### config.mk
export PLATFORM = sky130hd
export DESIGN_NAME = ds_reg_snapshot_flat
export DESIGN_NICKNAME = d
export VERILOG_FILES = /design/src/rtl/ds_reg_snapshot_pkg.sv /design/src/rtl/ds_reg_snapshot_if.sv /design/src/rtl/ds_reg_snapshot_snap_buf.sv /design/src/rtl/ds_reg_snapshot.sv /design/src/flat_wrapper.sv
export SDC_FILE = /design/constraint.sdc
export NUM_CORES = 2
export LEC_CHECK = 0
export CORE_ASPECT_RATIO = 0.8
export CORE_UTILIZATION = 55
export DETAILED_ROUTE_END_ITERATION = 7
export GPL_ROUTABILITY_DRIVEN = 0
export GPL_TIMING_DRIVEN = 0
export HOLD_SLACK_MARGIN = 0.12
export MAX_ROUTING_LAYER = met4
export PLACE_DENSITY = 0.69
export SLEW_MARGIN = 20
export SYNTH_ARGS = -nofsm -noshare
export SYNTH_HDL_FRONTEND = slang
export SYNTH_SLANG_ARGS = --single-unit
### constraint.sdc
create_clock -name clk -period 5.8 [get_ports clk]
set_input_delay 1.16 -clock clk [delete_from_list [all_inputs] [get_ports clk]]
set_output_delay 1.16 -clock clk [all_outputs]
set_load 0.02 [all_outputs]
### src/rtl/ds_reg_snapshot_pkg.sv
// Shared types and constants for the debug-screen register snapshot block.
package ds_pkg;

    typedef enum logic [1:0] {
        ST_IDLE,
        ST_READ,
        ST_SWAP
    } snap_state_t;

    localparam int          DS_REG_NUM     = 32;
    localparam int          DS_DATA_W      = 32;
    localparam logic [31:0] DS_TIMEOUT_VAL = 32'hDEAD_BEEF;

endpackage

### src/rtl/ds_reg_snapshot_if.sv
// Debug read port between the snapshot block (master) and the CPU register file (slave).
interface ds_reg_snapshot_if
    import ds_pkg::*;
#(
    parameter int DATA_W = DS_DATA_W
) ();

    logic              dbg_req;
    logic [4:0]        dbg_addr;
    logic              dbg_ack;
    logic [DATA_W-1:0] dbg_data;

    modport master (
        output dbg_req,
        output dbg_addr,
        input  dbg_ack,
        input  dbg_data
    );

    modport slave (
        input  dbg_req,
        input  dbg_addr,
        output dbg_ack,
        output dbg_data
    );

endinterface

### src/rtl/ds_reg_snapshot_snap_buf.sv
// Front/back register banks: captures land in the back bank, a swap makes them
// visible all at once through the combinational front-bank read port.
module ds_snap_buf
    import ds_pkg::*;
#(
    parameter int REG_NUM = DS_REG_NUM,
    parameter int DATA_W  = DS_DATA_W
) (
    input  logic                       clk,
    input  logic                       resetn,
    input  logic                       wr_en,
    input  logic [$clog2(REG_NUM)-1:0] wr_addr,
    input  logic [DATA_W-1:0]          wr_data,
    input  logic                       swap,
    input  logic [$clog2(REG_NUM)-1:0] rd_addr,
    output logic [DATA_W-1:0]          rd_data
);

    logic [DATA_W-1:0] bank [2][REG_NUM];
    logic              sel;

    // sel names the front bank; the back bank is always the other one
    always_ff @(posedge clk or negedge resetn) begin
        if (!resetn) begin
            sel <= 1'b0;
            for (int b = 0; b < 2; b++) begin
                for (int i = 0; i < REG_NUM; i++) begin
                    bank[b][i] <= '0;
                end
            end
        end else begin
            if (swap) begin
                sel <= ~sel;
            end
            if (wr_en) begin
                bank[~sel][wr_addr] <= wr_data;
            end
        end
    end

    assign rd_data = bank[sel][rd_addr];

endmodule

### src/rtl/ds_reg_snapshot.sv
// Captures all CPU registers once per vsync fall into a double buffer for the debug screen.
// Optional build macro DS_SNAP_FREEZE_EN adds a freeze input that blocks new captures.
module ds_reg_snapshot
    import ds_pkg::*;
#(
    parameter int REG_NUM = DS_REG_NUM,
    parameter int DATA_W  = DS_DATA_W,
    parameter int TIMEOUT = 15
) (
    input  logic              clk,
    input  logic              resetn,
    input  logic              vsync,
`ifdef DS_SNAP_FREEZE_EN
    input  logic              freeze,
`endif
    ds_reg_snapshot_if.master dbg,
    input  logic [4:0]        regAddr,
    output logic [DATA_W-1:0] regData,
    output logic              snap_busy,
    output logic              snap_err
);

    localparam int                AW   = $clog2(REG_NUM);
    localparam logic [DATA_W-1:0] FILL = DATA_W'(DS_TIMEOUT_VAL);

    snap_state_t       state;
    logic              vsync_d;
    logic [7:0]        wait_cnt;
    logic              trigger;
    logic              timeout;
    logic              step;
    logic              last;
    logic              wr_en;
    logic [DATA_W-1:0] wr_data;
    logic              swap;

`ifdef DS_SNAP_FREEZE_EN
    assign trigger = vsync_d & ~vsync & ~freeze;
`else
    assign trigger = vsync_d & ~vsync;
`endif

    // An ack on the last allowed cycle still wins over the timeout fill
    assign timeout = (wait_cnt == 8'(TIMEOUT - 1)) & ~dbg.dbg_ack;
    assign step    = dbg.dbg_ack | timeout;
    assign last    = (dbg.dbg_addr == 5'(REG_NUM - 1));
    assign wr_en   = (state == ST_READ) & step;
    assign wr_data = dbg.dbg_ack ? dbg.dbg_data : FILL;
    assign swap    = (state == ST_SWAP);

    always_ff @(posedge clk or negedge resetn) begin
        if (!resetn) begin
            state        <= ST_IDLE;
            vsync_d      <= 1'b0;
            wait_cnt     <= '0;
            dbg.dbg_req  <= 1'b0;
            dbg.dbg_addr <= '0;
            snap_busy    <= 1'b0;
            snap_err     <= 1'b0;
        end else begin
            vsync_d <= vsync;
            case (state)
                ST_IDLE: begin
                    if (trigger) begin
                        state        <= ST_READ;
                        dbg.dbg_req  <= 1'b1;
                        dbg.dbg_addr <= '0;
                        wait_cnt     <= '0;
                        snap_err     <= 1'b0;
                        snap_busy    <= 1'b1;
                    end
                end
                ST_READ: begin
                    if (step) begin
                        wait_cnt <= '0;
                        if (timeout) begin
                            snap_err <= 1'b1;
                        end
                        if (last) begin
                            state        <= ST_SWAP;
                            dbg.dbg_req  <= 1'b0;
                            dbg.dbg_addr <= '0;
                        end else begin
                            dbg.dbg_addr <= dbg.dbg_addr + 5'd1;
                        end
                    end else begin
                        wait_cnt <= wait_cnt + 8'd1;
                    end
                end
                ST_SWAP: begin
                    state     <= ST_IDLE;
                    snap_busy <= 1'b0;
                end
                default: begin
                    state       <= ST_IDLE;
                    dbg.dbg_req <= 1'b0;
                    snap_busy   <= 1'b0;
                end
            endcase
        end
    end

    ds_snap_buf #(
        .REG_NUM (REG_NUM),
        .DATA_W  (DATA_W)
    ) u_buf (
        .clk     (clk),
        .resetn  (resetn),
        .wr_en   (wr_en),
        .wr_addr (dbg.dbg_addr[AW-1:0]),
        .wr_data (wr_data),
        .swap    (swap),
        .rd_addr (regAddr[AW-1:0]),
        .rd_data (regData)
    );

endmodule

### src/flat_wrapper.sv
// flat-port wrapper written by rule: the top's interface ports become plain ports
module ds_reg_snapshot_flat import ds_pkg::*;
#(
    parameter int REG_NUM = DS_REG_NUM,
    parameter int DATA_W  = DS_DATA_W,
    parameter int TIMEOUT = 15
)
  (clk, resetn, vsync, regAddr, regData, snap_busy, snap_err, dbg_dbg_req, dbg_dbg_addr, dbg_dbg_ack, dbg_dbg_data);
  ds_reg_snapshot_if #(.DATA_W(DATA_W)) dbg_i ();
  input  logic clk;
  input  logic resetn;
  input  logic vsync;
  input  logic [4:0] regAddr;
  output logic [DATA_W-1:0] regData;
  output logic snap_busy;
  output logic snap_err;
  output wire logic [$bits(dbg_i.dbg_req)-1:0] dbg_dbg_req;
  output wire logic [$bits(dbg_i.dbg_addr)-1:0] dbg_dbg_addr;
  input wire logic [$bits(dbg_i.dbg_ack)-1:0] dbg_dbg_ack;
  input wire logic [$bits(dbg_i.dbg_data)-1:0] dbg_dbg_data;
  assign dbg_dbg_req = dbg_i.dbg_req;
  assign dbg_dbg_addr = dbg_i.dbg_addr;
  assign dbg_i.dbg_ack = dbg_dbg_ack;
  assign dbg_i.dbg_data = dbg_dbg_data;
  ds_reg_snapshot #(.REG_NUM(REG_NUM), .DATA_W(DATA_W), .TIMEOUT(TIMEOUT)) u_core (.clk(clk), .resetn(resetn), .vsync(vsync), .dbg(dbg_i), .regAddr(regAddr), .regData(regData), .snap_busy(snap_busy), .snap_err(snap_err));
endmodule
# Word level (Yosys, flattened, before mapping)
# Cells that the tools add are included.
# totals
ff_bits	2068
out_inout_bits	40
# classes
add_sub_neg	2
order_cmp	6
eq_ne	8
n_mux	32
n_bitwise	13
n_reduce_logical	10
# ops
operator	n
1024-bit two-way mux	4
2048-bit bitwise mux	1
1024-bit demux with 1-bit select	1
32-bit binary-select mux with 5-bit select	1
32-bit demux with 5-bit select	1
32-bit two-way mux	4
8-bit two-way mux	2
8-bit case mux with 2 select lines	1
5-bit two-way mux	3
6-bit greater-or-equal comparator (second input constant)	2
5-bit NOT with 6-bit output	2
5-bit case mux with 2 select lines	1
8-bit by 1-bit adder with 8-bit output (second input constant)	1
8-bit by 4-bit == test with 1-bit output (second input constant)	1
2-bit by 1-bit != test with 1-bit output (second input constant)	4
4-bit AND reduction	2
6-bit by 1-bit < comparator with 1-bit output (second input constant)	1
1-bit two-way mux	6
2-bit two-way mux	3
3-bit AND reduction	2
5-bit by 1-bit adder with 5-bit output (second input constant)	1
5-bit == test (second input constant)	1
1-bit NOT	5
2-bit greater-or-equal comparator (second input constant)	2
13 further kinds	19

# Depth between registers and ports, before layout
# depth
depth_word	8
depth_mapped	10
ltp_nobuf	7

# Cells and area by module
# A second synthesis with hierarchy kept.
# hier_totals
cells_unflattened	5836
hier_area_um2	94500.6
# modules_own_cells
module	instances	cells_each	area_per_inst_um2
ds_snap_buf	1	5707	93319.5
ds_reg_snapshot	1	129	1181.1

# Worst setup path after synthesis
# No wires, ideal clock.
# synth_path
kind	in2out
from	in regAddr[0]
to	out regData[3]
t_arrival_ps	3402
path_slack_ps	1238
path_stages	9
path_buffers	4
path_cell_list	buf_2 clkbuf_1 inv_1 buf_1 clkbuf_1 o22ai_1 o221ai_1 o31ai_1 a211oi_1
# synth_via
elab_chain_len	4
# synth_rtl
element	line_no	text
start, declared	flat_wrapper.sv:13	input logic [4:0] regAddr;
5-bit NOT with 6-bit output (implied by the code)	ds_reg_snapshot_snap_buf.sv:41	assign rd_data = bank[sel][rd_addr];
32-bit binary-select mux with 5-bit select	ds_reg_snapshot_snap_buf.sv:41	
32-bit two-way mux (implied by the code) (2 in a row)	ds_reg_snapshot_snap_buf.sv:41	
end, declared	flat_wrapper.sv:14	output logic [DATA_W-1:0] regData;
# No other way between the ends. The select of a mux whose other input is x is not followed.

# Worst setup path in the final report
# layout_path
from	reg u_core.u_buf.sel
to	out regData[31]
# layout_via
elab_chain_len	7
# layout_rtl
element	line_no	text
start, declared	ds_reg_snapshot_snap_buf.sv:20	logic sel;
start signal, assigned	ds_reg_snapshot_snap_buf.sv:33	sel <= ~sel;
1-bit NOT with 2-bit output (implied by the code)	ds_reg_snapshot_snap_buf.sv:41	
1024-bit two-way mux (implied by the code) (3 in a row)	ds_reg_snapshot_snap_buf.sv:41	
32-bit binary-select mux with 5-bit select	ds_reg_snapshot_snap_buf.sv:41	
32-bit two-way mux (implied by the code) (2 in a row)	ds_reg_snapshot_snap_buf.sv:41	
# No other way between the ends. The select of a mux whose other input is x is not followed.

==> flow_metrics.py <==
metrics = {
    "worst_setup_path": {
        "path_class": "reg2out",
        "crit_path_max_fanout": 10,
        "cp.arrival_ns": 4.84,
        "r2r_setup_slack_ns": 0.86,
        "cp.required_ns": 4.64,
        "critPathCaptureType": "output port",
        "critPathLaunchType": "flip-flop",
    },
    "finish": {
        "syn_to_final_growth_pct": 13.7,
        "fillers": 12400,
        "nNetsFinal": 6429,
        "drive_gt1_share_pct": 51.2,
    },
    "sta": {
        "timing.fmax_mhz": 167,
        "hold_ws_ns": 0.301,
        "rsz0062_at_grt": "true",
        "fin_skew_ns": 0.0480,
        "tns_ns": -2.03,
        "tightest_slew_ns": 1.41,
        "hold_violations": 0,
        "finalSetupViolCount": 25,
        "maxSlewViolCount": 0,
        "fin_crit_sh_pct": 103,
        "worst_slack_ns": -0.197,
        "final.min_clock_period_ns": 6.00,
        "relSlewSlack_pct": 5.90,
    },
    "synthesis": {
        "synth_top_area_share_pct": 55.2,
        "syn-cell-area_mm2": 0.0937,
        "syn_nets": 6092,
        "synth_cell_types": 55,
        "synth.avg_cell_area_um2": 15.5,
        "synth_common_cells": "dfrtp_1, mux2_2, mux4_2",
        "ys.flop_type": "dfrtp_1",
        "synth_seq_cells": 2068,
        "syn_inst": 6044,
        "yosys_warnings": 0,
        "synth_top_area_cell": "dfrtp_1",
        "ys_seq_area_share_pct": 55.2,
        "synthArstFlopShare_pct": 100,
        "synthTopCellsByArea": "dfrtp_1, mux2_2, mux4_2",
        "synth-edff-count": 0,
        "synthMostInstantiatedCell": "dfrtp_1",
    },
    "clock_network": {
        "cts_buffers": 204,
        "clock-root-buffer": "clkbuf_16",
        "cts.sinks": 2068,
        "cts_buffer_depth": 3,
        "clk_latency_ns": 0.91,
        "clk_pin_slew_ns": 0.07,
        "cts_tree": "yes",
        "cts.htree.levels": 4,
    },
    "outcome": {
        "status": "complete, but fails checks",
        "violations": "DRC, setup timing",
    },
    "route": {
        "drt_iter0_drc": 9244,
        "firstDrtPassIters": 8,
        "drcViolationCount": 8,
        "wirelength_mm": 371,
        "vias_per_cell": 7.17,
        "drtAntennaViolNets": 0,
        "wire_per_inst_um": 41.9,
        "vias": 63500,
    },
    "global_routing": {
        "first_global_vias": 61900,
        "gr-max-usage-layer": "met2",
        "met2_usage_pct": 58.1,
        "grt_antenna_before_repair": 39,
        "grt_overflow": 0,
        "grt_util_all_layers_pct": 44.8,
        "grt_max_degree": 153,
        "gr-usage-met3_pct": 21.5,
        "grt_use_met1_pct": 57.4,
        "grt_pass1_wl_mm": 508,
    },
    "place": {
        "port_buffers": 79,
        "dpl.hpwl_mm": 252,
        "place_ws_ns": -2.70,
    },
    "floorplan": {
        "die_w_um": 464,
        "dieHeight_um": 371,
        "die_area_mm2": 0.172,
        "pin_count": 81,
        "start_util_pct": 55.4,
        "placementRows": 135,
        "coreArea_mm2": 0.169,
    },
    "power_and_ir_drop": {
        "power.total_w": 0.0351,
        "peakVddDrop_uv": 371,
        "p_leak_nw": 50.3,
        "power.density_mw_per_mm2": 329,
    },
    "min_path": {
        "min_path_type": "in2async",
    },
    "flow_run": {
        "max-cap-violations": 0,
    },
}
==> final timing paths <==
path,from,endpoint,depth (start not counted)
worst max-delay path,u_core.u_buf.sel,regData[31],9
max in group asynchronous,resetn,u_core.u_buf.bank[1001],5
worst min-delay path,resetn,u_core.u_buf.bank[421],1
worst min register to register,u_core.u_buf.bank[54],u_core.u_buf.bank[54],1
worst max register to register,u_core.u_buf.sel,u_core.u_buf.bank[1968],7
min in group clk,u_core.u_buf.bank[54],u_core.u_buf.bank[54],1
==> cells by family (layout without fill, tap and decap cells) <==
group	Yosys count	in the layout	share of synthesized area, %
buffers and inverters	630	1125	2.90
muxes	2600	2600	37.1
xor gates and xnor gates	3	3	0.0280
adders and majority gates	7	7	0.0934
other	0	50	0
DFF	2068	2068	55.2
AOI/OAI and AO/OA	293	293	2.17
and+or+nand+nor	443	443	2.54
==> registers in the layout, indices dropped and copies added, names as in the netlist <==
| register | count |
|---|---|
| u_core.u_buf.sel | 1 |
| u_core.snap_err | 1 |
| u_core.state | 2 |
| u_core.dbg.dbg_addr | 5 |
| u_core.snap_busy | 1 |
| u_core.vsync_d | 1 |
| u_core.u_buf.bank | 2048 |
| u_core.wait_cnt | 8 |
| u_core.dbg.dbg_req | 1 |
==> layout by cell type, fill, tap and decap left out, types with 10 or more instances in the layout <==
| master | instances |
|---|---|
| mux2_2 | 2033 |
| clkbuf_1 | 247 |
| clkbuf_8 | 56 |
| clkbuf_4 | 45 |
| diode_2 | 50 |
| o21ai_0 | 49 |
| buf_16 | 30 |
| a22oi_1 | 51 |
| buf_4 | 60 |
| clkinv_2 | 35 |
| clkbuf_16 | 209 |
| o221ai_1 | 37 |
| buf_6 | 26 |
| clkbuf_2 | 69 |
| buf_2 | 170 |
| a211oi_2 | 13 |
| mux2i_1 | 15 |
| o22ai_1 | 61 |
| and3_1 | 31 |
| nand2_1 | 113 |
| mux2_1 | 65 |
| o221ai_2 | 12 |
| a211oi_1 | 12 |
| nand4_1 | 59 |
| bufinv_16 | 13 |
| inv_1 | 10 |
| mux4_2 | 487 |
| buf_12 | 17 |
| nor2_1 | 42 |
| clkdlybuf4s50_1 | 73 |
| and2_1 | 32 |
| nor2b_1 | 14 |
| nand3_1 | 60 |
| buf_1 | 45 |
| nand2b_1 | 32 |
| a21oi_1 | 11 |
| dfrtp_1 | 2068 |
==> critical path, cell delays in order (launching register included) <==
cell             delay (ns)
dfrtp_1                0.53
buf_4                  0.34
buf_6                  0.37
buf_6                  0.35
buf_6                  0.33
nand2b_4               0.37
o221ai_1               0.27
o22ai_1                0.31
and3_2                 0.38
clkdlybuf4s50_1        0.64
==> stage by stage <==
step | area [um^2] | util [%] | std cells
2_1_floorplan | 93700 | - | 6044
3_3_place_gp | 97400 | 57.5 | 8383
3_5_place_dp | 98600 | 58.2 | 8426
4_1_cts | 106000 | 62.8 | 8799
5_1_grt | 106000 | 62.9 | 8834
6_report | 107000 | 62.9 | 8849
==> routing by layer <==
layer  vias to the layer above  part of all wire, %
met2                      4855                   40
li1                      23300                    -
met1                     34200                   38
met5                         -                    0
met3                      1217                   15
met4                         0                  6.8
==> what timing repair did <==
action | 4_1_cts | 5_1_grt
gates resized for setup | 261 | 37
pin swaps | 5 | 1
buffers inserted | 10 | 0
hold buffers | 0 | 0
endpoints found under the setup margin | 32 | 24
==> area by class of cell <==
cell class / instances / area (um^2) / share of cell area, %
diodes: 50 / 125 / 0.117
plain buffers: 619 / 3290 / 3.09
clock buffers: 304 / 6080 / 5.70
clock inverters: 60 / 691 / 0.648
inverters: 10 / 37.5 / 0.0352
multi-input cells: 3346 / 39700 / 37.3
flip-flops and latches: 2068 / 51700 / 48.6
well taps: 2260 / 2830 / 2.65
repair buffers: 132 / 2000 / 1.87
==> power breakdown <==
part	internal (W)	total, W	switching, W	leakage (nW)
logic	0.00186	0.00433	0.00246	18.8
registers	0.0161	0.0170	0.000889	28.2
clock network	0.00778	0.0137	0.00596	3.35
total	0.0258	0.0351	0.00931	50.3
(Power assumes the default switching activity.)
